===== src/rtl/element_scanner_if.sv =====
// -----------------------------------------------------------------------------
// element_scanner_if
//
// Element-table write bus between the game logic and element_scanner.
//   wr_en     : write strobe; the addressed entry is fully overwritten
//   wr_addr   : table entry to write (0 = highest priority)
//   wr_valid  : entry enable
//   wr_type   : element type (0 ship, 1-3 aliens, 4 explosion, 5 rocket)
//   wr_x/wr_y : element left/top edge in pixels
//   wr_color  : sprite colour code
// Modports: master = game logic (drives), slave = element_scanner (receives).
// -----------------------------------------------------------------------------
interface element_scanner_if;
    logic       wr_en;
    logic [3:0] wr_addr;
    logic       wr_valid;
    logic [2:0] wr_type;
    logic [9:0] wr_x;
    logic [9:0] wr_y;
    logic [1:0] wr_color;

    modport master (
        output wr_en, wr_addr, wr_valid, wr_type, wr_x, wr_y, wr_color
    );

    modport slave (
        input  wr_en, wr_addr, wr_valid, wr_type, wr_x, wr_y, wr_color
    );
endinterface


===== src/rtl/element_scanner.sv =====
// -----------------------------------------------------------------------------
// element_scanner
//
// Per-scanline object selector feeding pixel_graphics. Holds a table of
// NUM_ENTRIES elements written through the wr interface. During each
// horizontal blank it walks the table (one entry per cycle, starting at
// x == H_ACTIVE) and collects up to LINE_SLOTS elements overlapping the next
// visible line. At x == H_TOTAL-1 that list becomes the active list. During
// active video it emits, per pixel, the highest-priority element covering it.
//
// Ports:
//   pixel_clk     : the only clock
//   rst_n         : synchronous, active-low reset
//   x, y          : current timing-generator counters
//   wr            : element-table write bus (slave side)
//   x_out, y_out  : x, y delayed one cycle (aligned with element outputs)
//   hit           : an element covers (x_out, y_out)
//   element_type  : covering element type, 3'b110 (NONE) when no hit
//   element_x/_y  : covering element top-left, 0 when no hit
//   sprite_color  : covering element colour, 0 when no hit
//   line_overflow : one-cycle pulse (with x_out == first blank cycle after the
//                   scan) when a scan found more than LINE_SLOTS matches
// -----------------------------------------------------------------------------
module element_scanner #(
    parameter int NUM_ENTRIES = 16,
    parameter int LINE_SLOTS  = 4,
    parameter int SPRITE_W    = 32,
    parameter int H_ACTIVE    = 640,
    parameter int H_TOTAL     = 800,
    parameter int V_TOTAL     = 525
) (
    input  logic                    pixel_clk,
    input  logic                    rst_n,
    input  logic [9:0]              x,
    input  logic [9:0]              y,
    element_scanner_if.slave        wr,
    output logic [9:0]              x_out,
    output logic [9:0]              y_out,
    output logic                    hit,
    output logic [2:0]              element_type,
    output logic [9:0]              element_x,
    output logic [9:0]              element_y,
    output logic [1:0]              sprite_color,
    output logic                    line_overflow
);

    localparam int IDX_W  = $clog2(NUM_ENTRIES);
    localparam int CNT_W  = $clog2(LINE_SLOTS + 1);
    localparam int SLOT_W = (LINE_SLOTS > 1) ? $clog2(LINE_SLOTS) : 1;

    localparam logic [9:0]       X_SCAN    = 10'(H_ACTIVE);
    localparam logic [9:0]       X_LAST    = 10'(H_TOTAL - 1);
    localparam logic [9:0]       Y_LAST    = 10'(V_TOTAL - 1);
    localparam logic [10:0]      SPR_W11   = 11'(SPRITE_W);
    localparam logic [2:0]       TYPE_NONE = 3'b110;
    localparam logic [IDX_W-1:0] IDX_LAST  = IDX_W'(NUM_ENTRIES - 1);
    localparam logic [CNT_W-1:0] CNT_FULL  = CNT_W'(LINE_SLOTS);

    typedef struct packed {
        logic       valid;
        logic [2:0] etype;
        logic [9:0] ex;
        logic [9:0] ey;
        logic [1:0] color;
    } elem_t;

    typedef enum logic [1:0] {
        ST_IDLE,
        ST_SCAN,
        ST_WAIT
    } state_t;

    // ------------------------------------------------------------------
    // Element table
    // ------------------------------------------------------------------
    elem_t tbl_q [NUM_ENTRIES];
    elem_t tbl_d [NUM_ENTRIES];

    always_comb begin
        for (int i = 0; i < NUM_ENTRIES; i++) begin
            tbl_d[i] = tbl_q[i];
            if (wr.wr_en && (wr.wr_addr == IDX_W'(i))) begin
                tbl_d[i].valid = wr.wr_valid;
                tbl_d[i].etype = wr.wr_type;
                tbl_d[i].ex    = wr.wr_x;
                tbl_d[i].ey    = wr.wr_y;
                tbl_d[i].color = wr.wr_color;
            end
        end
    end

    always_ff @(posedge pixel_clk) begin
        if (!rst_n) begin
            for (int i = 0; i < NUM_ENTRIES; i++) begin
                tbl_q[i] <= '0;
            end
        end else begin
            for (int i = 0; i < NUM_ENTRIES; i++) begin
                tbl_q[i] <= tbl_d[i];
            end
        end
    end

    // ------------------------------------------------------------------
    // Scanner state
    // ------------------------------------------------------------------
    state_t           state_q, state_d;
    logic [IDX_W-1:0] idx_q, idx_d;
    logic [9:0]       t_q, t_d;
    logic             ovf_pend_q, ovf_pend_d;
    elem_t            nxt_q [LINE_SLOTS];
    elem_t            nxt_d [LINE_SLOTS];
    logic [CNT_W-1:0] nxt_cnt_q, nxt_cnt_d;
    elem_t            act_q [LINE_SLOTS];
    elem_t            act_d [LINE_SLOTS];
    logic [CNT_W-1:0] act_cnt_q, act_cnt_d;
    logic             line_overflow_q, line_overflow_d;

    logic             scan_start;
    logic             scan_en;
    logic [IDX_W-1:0] scan_idx;
    logic [9:0]       scan_t;
    logic [9:0]       t_line;
    elem_t            scan_e;
    logic             scan_match;

    // Target line wraps from the last line straight to line 0.
    assign t_line = (y == Y_LAST) ? 10'd0 : y + 10'd1;

    // Entry 0 is tested in the very cycle x == H_ACTIVE (while still IDLE),
    // so entry i is read at x == H_ACTIVE + i. The table is read from the
    // registered copy, so a same-cycle write to that entry is not seen.
    assign scan_start = (state_q == ST_IDLE) && (x == X_SCAN);
    assign scan_en    = scan_start || (state_q == ST_SCAN);
    assign scan_idx   = scan_start ? '0 : idx_q;
    assign scan_t     = scan_start ? t_line : t_q;
    assign scan_e     = tbl_q[scan_idx];

    // 11-bit compare so an element near the bottom never wraps into line 0.
    assign scan_match = scan_e.valid
                     && ({1'b0, scan_t} >= {1'b0, scan_e.ey})
                     && ({1'b0, scan_t} <  ({1'b0, scan_e.ey} + SPR_W11));

    always_comb begin
        state_d         = state_q;
        idx_d           = idx_q;
        t_d             = t_q;
        ovf_pend_d      = ovf_pend_q;
        nxt_d           = nxt_q;
        nxt_cnt_d       = nxt_cnt_q;
        act_d           = act_q;
        act_cnt_d       = act_cnt_q;
        line_overflow_d = 1'b0;

        if (scan_start) begin
            nxt_cnt_d  = '0;
            ovf_pend_d = 1'b0;
            t_d        = t_line;
        end

        if (scan_en) begin
            if (scan_match) begin
                if (nxt_cnt_d < CNT_FULL) begin
                    nxt_d[nxt_cnt_d[SLOT_W-1:0]] = scan_e;
                    nxt_cnt_d = nxt_cnt_d + 1'b1;
                end else begin
                    ovf_pend_d = 1'b1;
                end
            end
            if (scan_idx == IDX_LAST) begin
                state_d = ST_WAIT;
            end else begin
                idx_d   = scan_idx + 1'b1;
                state_d = ST_SCAN;
            end
        end

        // First WAIT cycle reports the overflow once, then forgets it.
        if (state_q == ST_WAIT) begin
            line_overflow_d = ovf_pend_q;
            ovf_pend_d      = 1'b0;
        end

        // End of line: hand the collected list to the pixel side and empty
        // the next list, so a line whose scan never ran shows nothing.
        if (x == X_LAST) begin
            act_d     = nxt_d;
            act_cnt_d = nxt_cnt_d;
            nxt_cnt_d = '0;
            state_d   = ST_IDLE;
        end
    end

    // ------------------------------------------------------------------
    // Pixel select
    // ------------------------------------------------------------------
    logic       slot_hit [LINE_SLOTS];
    logic       x_visible;
    logic       hit_q, hit_d;
    logic [2:0] element_type_q, element_type_d;
    logic [9:0] element_x_q, element_x_d;
    logic [9:0] element_y_q, element_y_d;
    logic [1:0] sprite_color_q, sprite_color_d;
    logic [9:0] x_out_q, y_out_q;

    assign x_visible = (x < X_SCAN);

    generate
        for (genvar gi = 0; gi < LINE_SLOTS; gi++) begin : g_slot
            assign slot_hit[gi] = (CNT_W'(gi) < act_cnt_q)
                               && x_visible
                               && ({1'b0, x} >= {1'b0, act_q[gi].ex})
                               && ({1'b0, x} <  ({1'b0, act_q[gi].ex} + SPR_W11));
        end
    endgenerate

    // Walk from the last slot down so the lowest (highest priority) hit wins.
    always_comb begin
        hit_d          = 1'b0;
        element_type_d = TYPE_NONE;
        element_x_d    = '0;
        element_y_d    = '0;
        sprite_color_d = '0;
        for (int s = LINE_SLOTS - 1; s >= 0; s--) begin
            if (slot_hit[s]) begin
                hit_d          = 1'b1;
                element_type_d = act_q[s].etype;
                element_x_d    = act_q[s].ex;
                element_y_d    = act_q[s].ey;
                sprite_color_d = act_q[s].color;
            end
        end
    end

    // ------------------------------------------------------------------
    // Registers
    // ------------------------------------------------------------------
    always_ff @(posedge pixel_clk) begin
        if (!rst_n) begin
            state_q         <= ST_IDLE;
            idx_q           <= '0;
            t_q             <= '0;
            ovf_pend_q      <= 1'b0;
            nxt_cnt_q       <= '0;
            act_cnt_q       <= '0;
            for (int i = 0; i < LINE_SLOTS; i++) begin
                nxt_q[i] <= '0;
                act_q[i] <= '0;
            end
            line_overflow_q <= 1'b0;
            hit_q           <= 1'b0;
            element_type_q  <= TYPE_NONE;
            element_x_q     <= '0;
            element_y_q     <= '0;
            sprite_color_q  <= '0;
            x_out_q         <= '0;
            y_out_q         <= '0;
        end else begin
            state_q         <= state_d;
            idx_q           <= idx_d;
            t_q             <= t_d;
            ovf_pend_q      <= ovf_pend_d;
            nxt_cnt_q       <= nxt_cnt_d;
            act_cnt_q       <= act_cnt_d;
            for (int i = 0; i < LINE_SLOTS; i++) begin
                nxt_q[i] <= nxt_d[i];
                act_q[i] <= act_d[i];
            end
            line_overflow_q <= line_overflow_d;
            hit_q           <= hit_d;
            element_type_q  <= element_type_d;
            element_x_q     <= element_x_d;
            element_y_q     <= element_y_d;
            sprite_color_q  <= sprite_color_d;
            x_out_q         <= x;
            y_out_q         <= y;
        end
    end

    assign x_out         = x_out_q;
    assign y_out         = y_out_q;
    assign hit           = hit_q;
    assign element_type  = element_type_q;
    assign element_x     = element_x_q;
    assign element_y     = element_y_q;
    assign sprite_color  = sprite_color_q;
    assign line_overflow = line_overflow_q;

endmodule


===== src/flat_wrapper.sv =====
// flat-port wrapper written by rule: the top's interface ports become plain ports
module element_scanner_flat 
#(
    parameter int NUM_ENTRIES = 16,
    parameter int LINE_SLOTS  = 4,
    parameter int SPRITE_W    = 32,
    parameter int H_ACTIVE    = 640,
    parameter int H_TOTAL     = 800,
    parameter int V_TOTAL     = 525
)
  (pixel_clk, rst_n, x, y, x_out, y_out, hit, element_type, element_x, element_y, sprite_color, line_overflow, wr_wr_en, wr_wr_addr, wr_wr_valid, wr_wr_type, wr_wr_x, wr_wr_y, wr_wr_color);
  element_scanner_if wr_i ();
  input  logic pixel_clk;
  input  logic rst_n;
  input  logic [9:0] x;
  input  logic [9:0] y;
  output logic [9:0] x_out;
  output logic [9:0] y_out;
  output logic hit;
  output logic [2:0] element_type;
  output logic [9:0] element_x;
  output logic [9:0] element_y;
  output logic [1:0] sprite_color;
  output logic line_overflow;
  input wire logic [$bits(wr_i.wr_en)-1:0] wr_wr_en;
  input wire logic [$bits(wr_i.wr_addr)-1:0] wr_wr_addr;
  input wire logic [$bits(wr_i.wr_valid)-1:0] wr_wr_valid;
  input wire logic [$bits(wr_i.wr_type)-1:0] wr_wr_type;
  input wire logic [$bits(wr_i.wr_x)-1:0] wr_wr_x;
  input wire logic [$bits(wr_i.wr_y)-1:0] wr_wr_y;
  input wire logic [$bits(wr_i.wr_color)-1:0] wr_wr_color;
  assign wr_i.wr_en = wr_wr_en;
  assign wr_i.wr_addr = wr_wr_addr;
  assign wr_i.wr_valid = wr_wr_valid;
  assign wr_i.wr_type = wr_wr_type;
  assign wr_i.wr_x = wr_wr_x;
  assign wr_i.wr_y = wr_wr_y;
  assign wr_i.wr_color = wr_wr_color;
  element_scanner #(.NUM_ENTRIES(NUM_ENTRIES), .LINE_SLOTS(LINE_SLOTS), .SPRITE_W(SPRITE_W), .H_ACTIVE(H_ACTIVE), .H_TOTAL(H_TOTAL), .V_TOTAL(V_TOTAL)) u_core (.pixel_clk(pixel_clk), .rst_n(rst_n), .x(x), .y(y), .wr(wr_i), .x_out(x_out), .y_out(y_out), .hit(hit), .element_type(element_type), .element_x(element_x), .element_y(element_y), .sprite_color(sprite_color), .line_overflow(line_overflow));
endmodule

===== config.mk =====
export PLATFORM = sky130hd
export DESIGN_NAME = element_scanner_flat
export DESIGN_NICKNAME = d
export VERILOG_FILES = /design/src/rtl/element_scanner_if.sv /design/src/rtl/element_scanner.sv /design/src/flat_wrapper.sv
export SDC_FILE = /design/constraint.sdc
export NUM_CORES = 1
export LEC_CHECK = 0
export BUFFER_PORTS_ARGS = -buffer_cell sky130_fd_sc_hd__buf_2
export CAP_MARGIN = 10
export CORE_MARGIN = 2
export CORE_UTILIZATION = 30
export CTS_CLUSTER_SIZE = 20
export DETAILED_ROUTE_END_ITERATION = 7
export GPL_ROUTABILITY_DRIVEN = 0
export GPL_TIMING_DRIVEN = 0
export SETUP_SLACK_MARGIN = 0.15
export SYNTH_ARGS = -nofsm -noshare
export SYNTH_HDL_FRONTEND = slang
export SYNTH_SLANG_ARGS = --single-unit

===== constraint.sdc =====
create_clock -name pixel_clk -period 14.96 [get_ports pixel_clk]
set_input_delay 2.992 -clock pixel_clk [delete_from_list [all_inputs] [get_ports pixel_clk]]
set_output_delay 2.992 -clock pixel_clk [all_outputs]
set_load 0.01 [all_outputs]

==> out/metrics.csv <==
metric,value,unit
status,"complete, no violations",
cts_buffers,76,
clkPwrFrac,0.437,
r2r-end,u_core.act_q[60]$_SDFFE_PN0P_,
setup_tns,0,ns
drt-wirelength-per-cell,21.6,µm
p_leak,12.8,nW
place_area,32700,µm²
hpwl,67500,µm
worstPathMaxFanout,12,
hp-start,u_core.ovf_pend_q$_SDFF_PP0_,
drv_cap,0,
post_cts_buffers,0,
worst_clock_skew,0.0270,ns
worst_pin_slew,1.25,ns
cts_tree,yes,
grt_pass1_vias,20895,
synthesis.nets,2847,
synth.ff_latch_count,686,
power,4.15,mW
required,15.44,ns
initial_utilization,0.302,
h-tree-depth,3,
power.switching,0.953,mW
layout-drive-gt1-share,0.103,
pwr-share-seq,0.509,
p_comb_frac,0.054,
vias,22061,
synth_edf_count,416,
grt_max_degree,27,
setup_violations,0,
grt_overflow_total,0,
cp-start-kind,primary input,
syn_inst,2707,
synth.avg_cell_area,11.2,µm²
yosysWarnings,0,
reg2reg_from,u_core.idx_q[0]$_SDFFE_PN0P_,
die_w,321,µm
end_kind,register,
yosysSeqAreaShare,0.592,
reg2reg_depth,22,
layout_min_cycle_time,9.83,ns
min_period_over_period,0.657,
die_h,321,µm
vias_per_cell,5.18,
async_flop_share,0,
antenna_found_initial,6,
grt_usage,0.176,
post_cts_resized,0,
crit_top_cell,a21oi_1,
ys.flop_type,edfxtp_1,
rows,116,
critPathArrivalTime,10.30,ns
die_area,103000,µm²
clockRootBuffer,clkbuf_16,
io_pins,100,
whs_path_depth,2,
ant_nets,0,
reg2reg_slack,6.58,ns
synthTopCellsByArea,"edfxtp_1 (41%), dfxtp_1 (18%), nor2_1 (5.2%)",
synth_common_cells,"edfxtp_1 (416), nor2_1 (416), dfxtp_1 (270)",
yosysTopAreaCellShare,0.413,
drt-pass1-iter-count,6,
fmax,0.102,GHz
finalMaxSlewViolations,0,
io_buffers,96,
cp_slowest_stage_delay,0.91,ns
wirelength,92100,µm
first_iter_violations,2082,
grt_pass1_wl,136000,µm
netlist-cell-type-count,76,
route.detailed.drc,0,
fin_util,0.351,
hold_path_end,u_core.ovf_pend_q$_SDFF_PP0_,
fin_area,35100,µm²
swShare,0.229,
cts-hold-fix-buffers,0,
cts.sinks,686,
hold_violations,0,
yosysTopAreaCell,edfxtp_1,
hold_ws,0.456,ns
clk_path_buf_depth,3,
syn2layout_area_growth,16.2,%
fill_cells,9859,
design.core.area,100000,µm²
hold_class,register to register,
rsz0062_at_grt,no,
layout.nets,3039,
p_per_area,118,nW/µm²
syn_area,30200,µm²
relSlewSlack,0.169,
crit_chain,buf_2 -> or3b_1 -> clkbuf_1 -> o41ai_2 -> clkbuf_1 -> a211oi_1 -> a311oi_1 -> a21oi_1 -> a22oi_1 -> inv_1 -> ha_1 -> nor2b_1 -> o21ai_0 -> a21o_1 -> a21oi_1 -> o41ai_1 -> nand2_1 -> o22a_1 -> buf_2 -> buf_4 -> mux2i_1 -> a21oi_1,
slowest_stage,o41ai_1,
internal_power,3.20,mW
path_class,primary input to register,
worstSkewPairLatency,0.62,ns
clk_pin_slew,0.06,ns
vdd_drop_max,0.0736,mV
## worst max-delay path: cells and delay by family
family                     cells  cell delay, ns
adders and majority gates      1            0.32
AOI/OAI and AO/OA             11            4.16
and+or+nand+nor                3            0.83
muxes                          1            0.24
buffers and inverters          6            1.73
## state kept, by name, summed over array words and instances, names as in the netlist, 2 cells and up
name,cells
u_core.act_cnt_q,3
u_core.act_q,100
u_core.element_type,3
u_core.element_x,10
u_core.element_y,10
u_core.idx_q,4
u_core.nxt_cnt_q,3
u_core.nxt_q,100
u_core.sprite_color,2
u_core.state_q,2
u_core.t_q,10
u_core.tbl_q,416
u_core.x_out,10
u_core.y_out,10
## kinds of logic after synthesis
kind of cell,count (synthesis),share of synthesized area
flip-flops,686,0.592
multiplexers,178,0.0700
buffers and inverters,315,0.0420
XOR/XNOR,25,0.00724
AO/OA/AOI/OAI,583,0.129
adder cells (fa/ha/maj),87,0.0360
AND/OR/NAND/NOR,833,0.124
## cells in the final DEF (no fill, tap or decap), types with 44 or more instances in the layout
| cell type | synthesis | routed |
|---|---|---|
| inv_1 | 113 | 113 |
| nor2_1 | 416 | 416 |
| a211oi_1 | 47 | 47 |
| ha_1 | 87 | 87 |
| o21ai_0 | 117 | 113 |
| a21oi_1 | 163 | 163 |
| buf_2 | 9 | 107 |
| nor2b_1 | 44 | 44 |
| and2_1 | 54 | 54 |
| nand2_1 | 153 | 152 |
| clkbuf_16 | 0 | 79 |
| edfxtp_1 | 416 | 416 |
| mux2i_1 | 145 | 145 |
| dfxtp_1 | 270 | 270 |
| a311oi_1 | 45 | 45 |
| clkbuf_1 | 171 | 180 |
## power by group through the flow
stage / Clock (mW) / Combinational, mW / Sequential [mW]
3_5_place_dp: 0 / 0.222 / 2.15
3_3_place_gp: 0 / 0.208 / 2.15
5_1_grt: 1.91 / 0.243 / 2.12
2_1_floorplan: 0 / 0.121 / 2.15
6_report: 1.82 / 0.224 / 2.11
4_1_cts: 1.84 / 0.222 / 2.11
## layer usage
metal	global-route usage	wire length (µm)	vias to the layer above
met5	0	48	-
met4	0.0522	2710	10
met3	0.0346	7220	163
met2	0.281	42300	877
met1	0.240	39900	10786
li1	-	-	10225
## how the worst max path moves through the flow
stage                     startpoint                       endpoint  slack, ns  depth (start not counted)
final                           x[9]  u_core.act_q[60]$_SDFFE_PN0P_       5.13                         22
after global routing            x[9]  u_core.act_q[69]$_SDFFE_PN0P_       4.76                         22
after CTS                       x[9]  u_core.act_q[60]$_SDFFE_PN0P_       5.24                         22
after detailed placement        x[9]  u_core.act_q[60]$_SDFFE_PN0P_       4.59                         22
after global placement          x[9]  u_core.act_q[60]$_SDFFE_PN0P_       4.68                         22
after floorplan                 x[1]  u_core.act_q[55]$_SDFFE_PN0P_       7.30                         20
## layout make-up
| class | count | area, µm² | area share |
|---|---|---|---|
| repair buffers | 114 | 786 | 0.0224 |
| inverters | 114 | 428 | 0.0122 |
| multi-input cells | 1706 | 11100 | 0.317 |
| well taps | 1298 | 1620 | 0.0462 |
| clock buffers | 96 | 2120 | 0.0604 |
| diodes | 1 | 2.50 | 0.0000713 |
| plain buffers | 201 | 841 | 0.0239 |
| clock inverters | 41 | 290 | 0.00827 |
| flip-flops and latches | 686 | 17900 | 0.510 |
## per-stage QoR
stage | worst slack, ns | instances
2_1_floorplan | 7.30 | 2707
3_3_place_gp | 4.68 | 4101
3_5_place_dp | 4.59 | 4116
4_1_cts | 5.24 | 4253
5_1_grt | 4.76 | 4257
6_report | 5.13 | 4257
No activity file was read; power rests on OpenSTA's default activity.
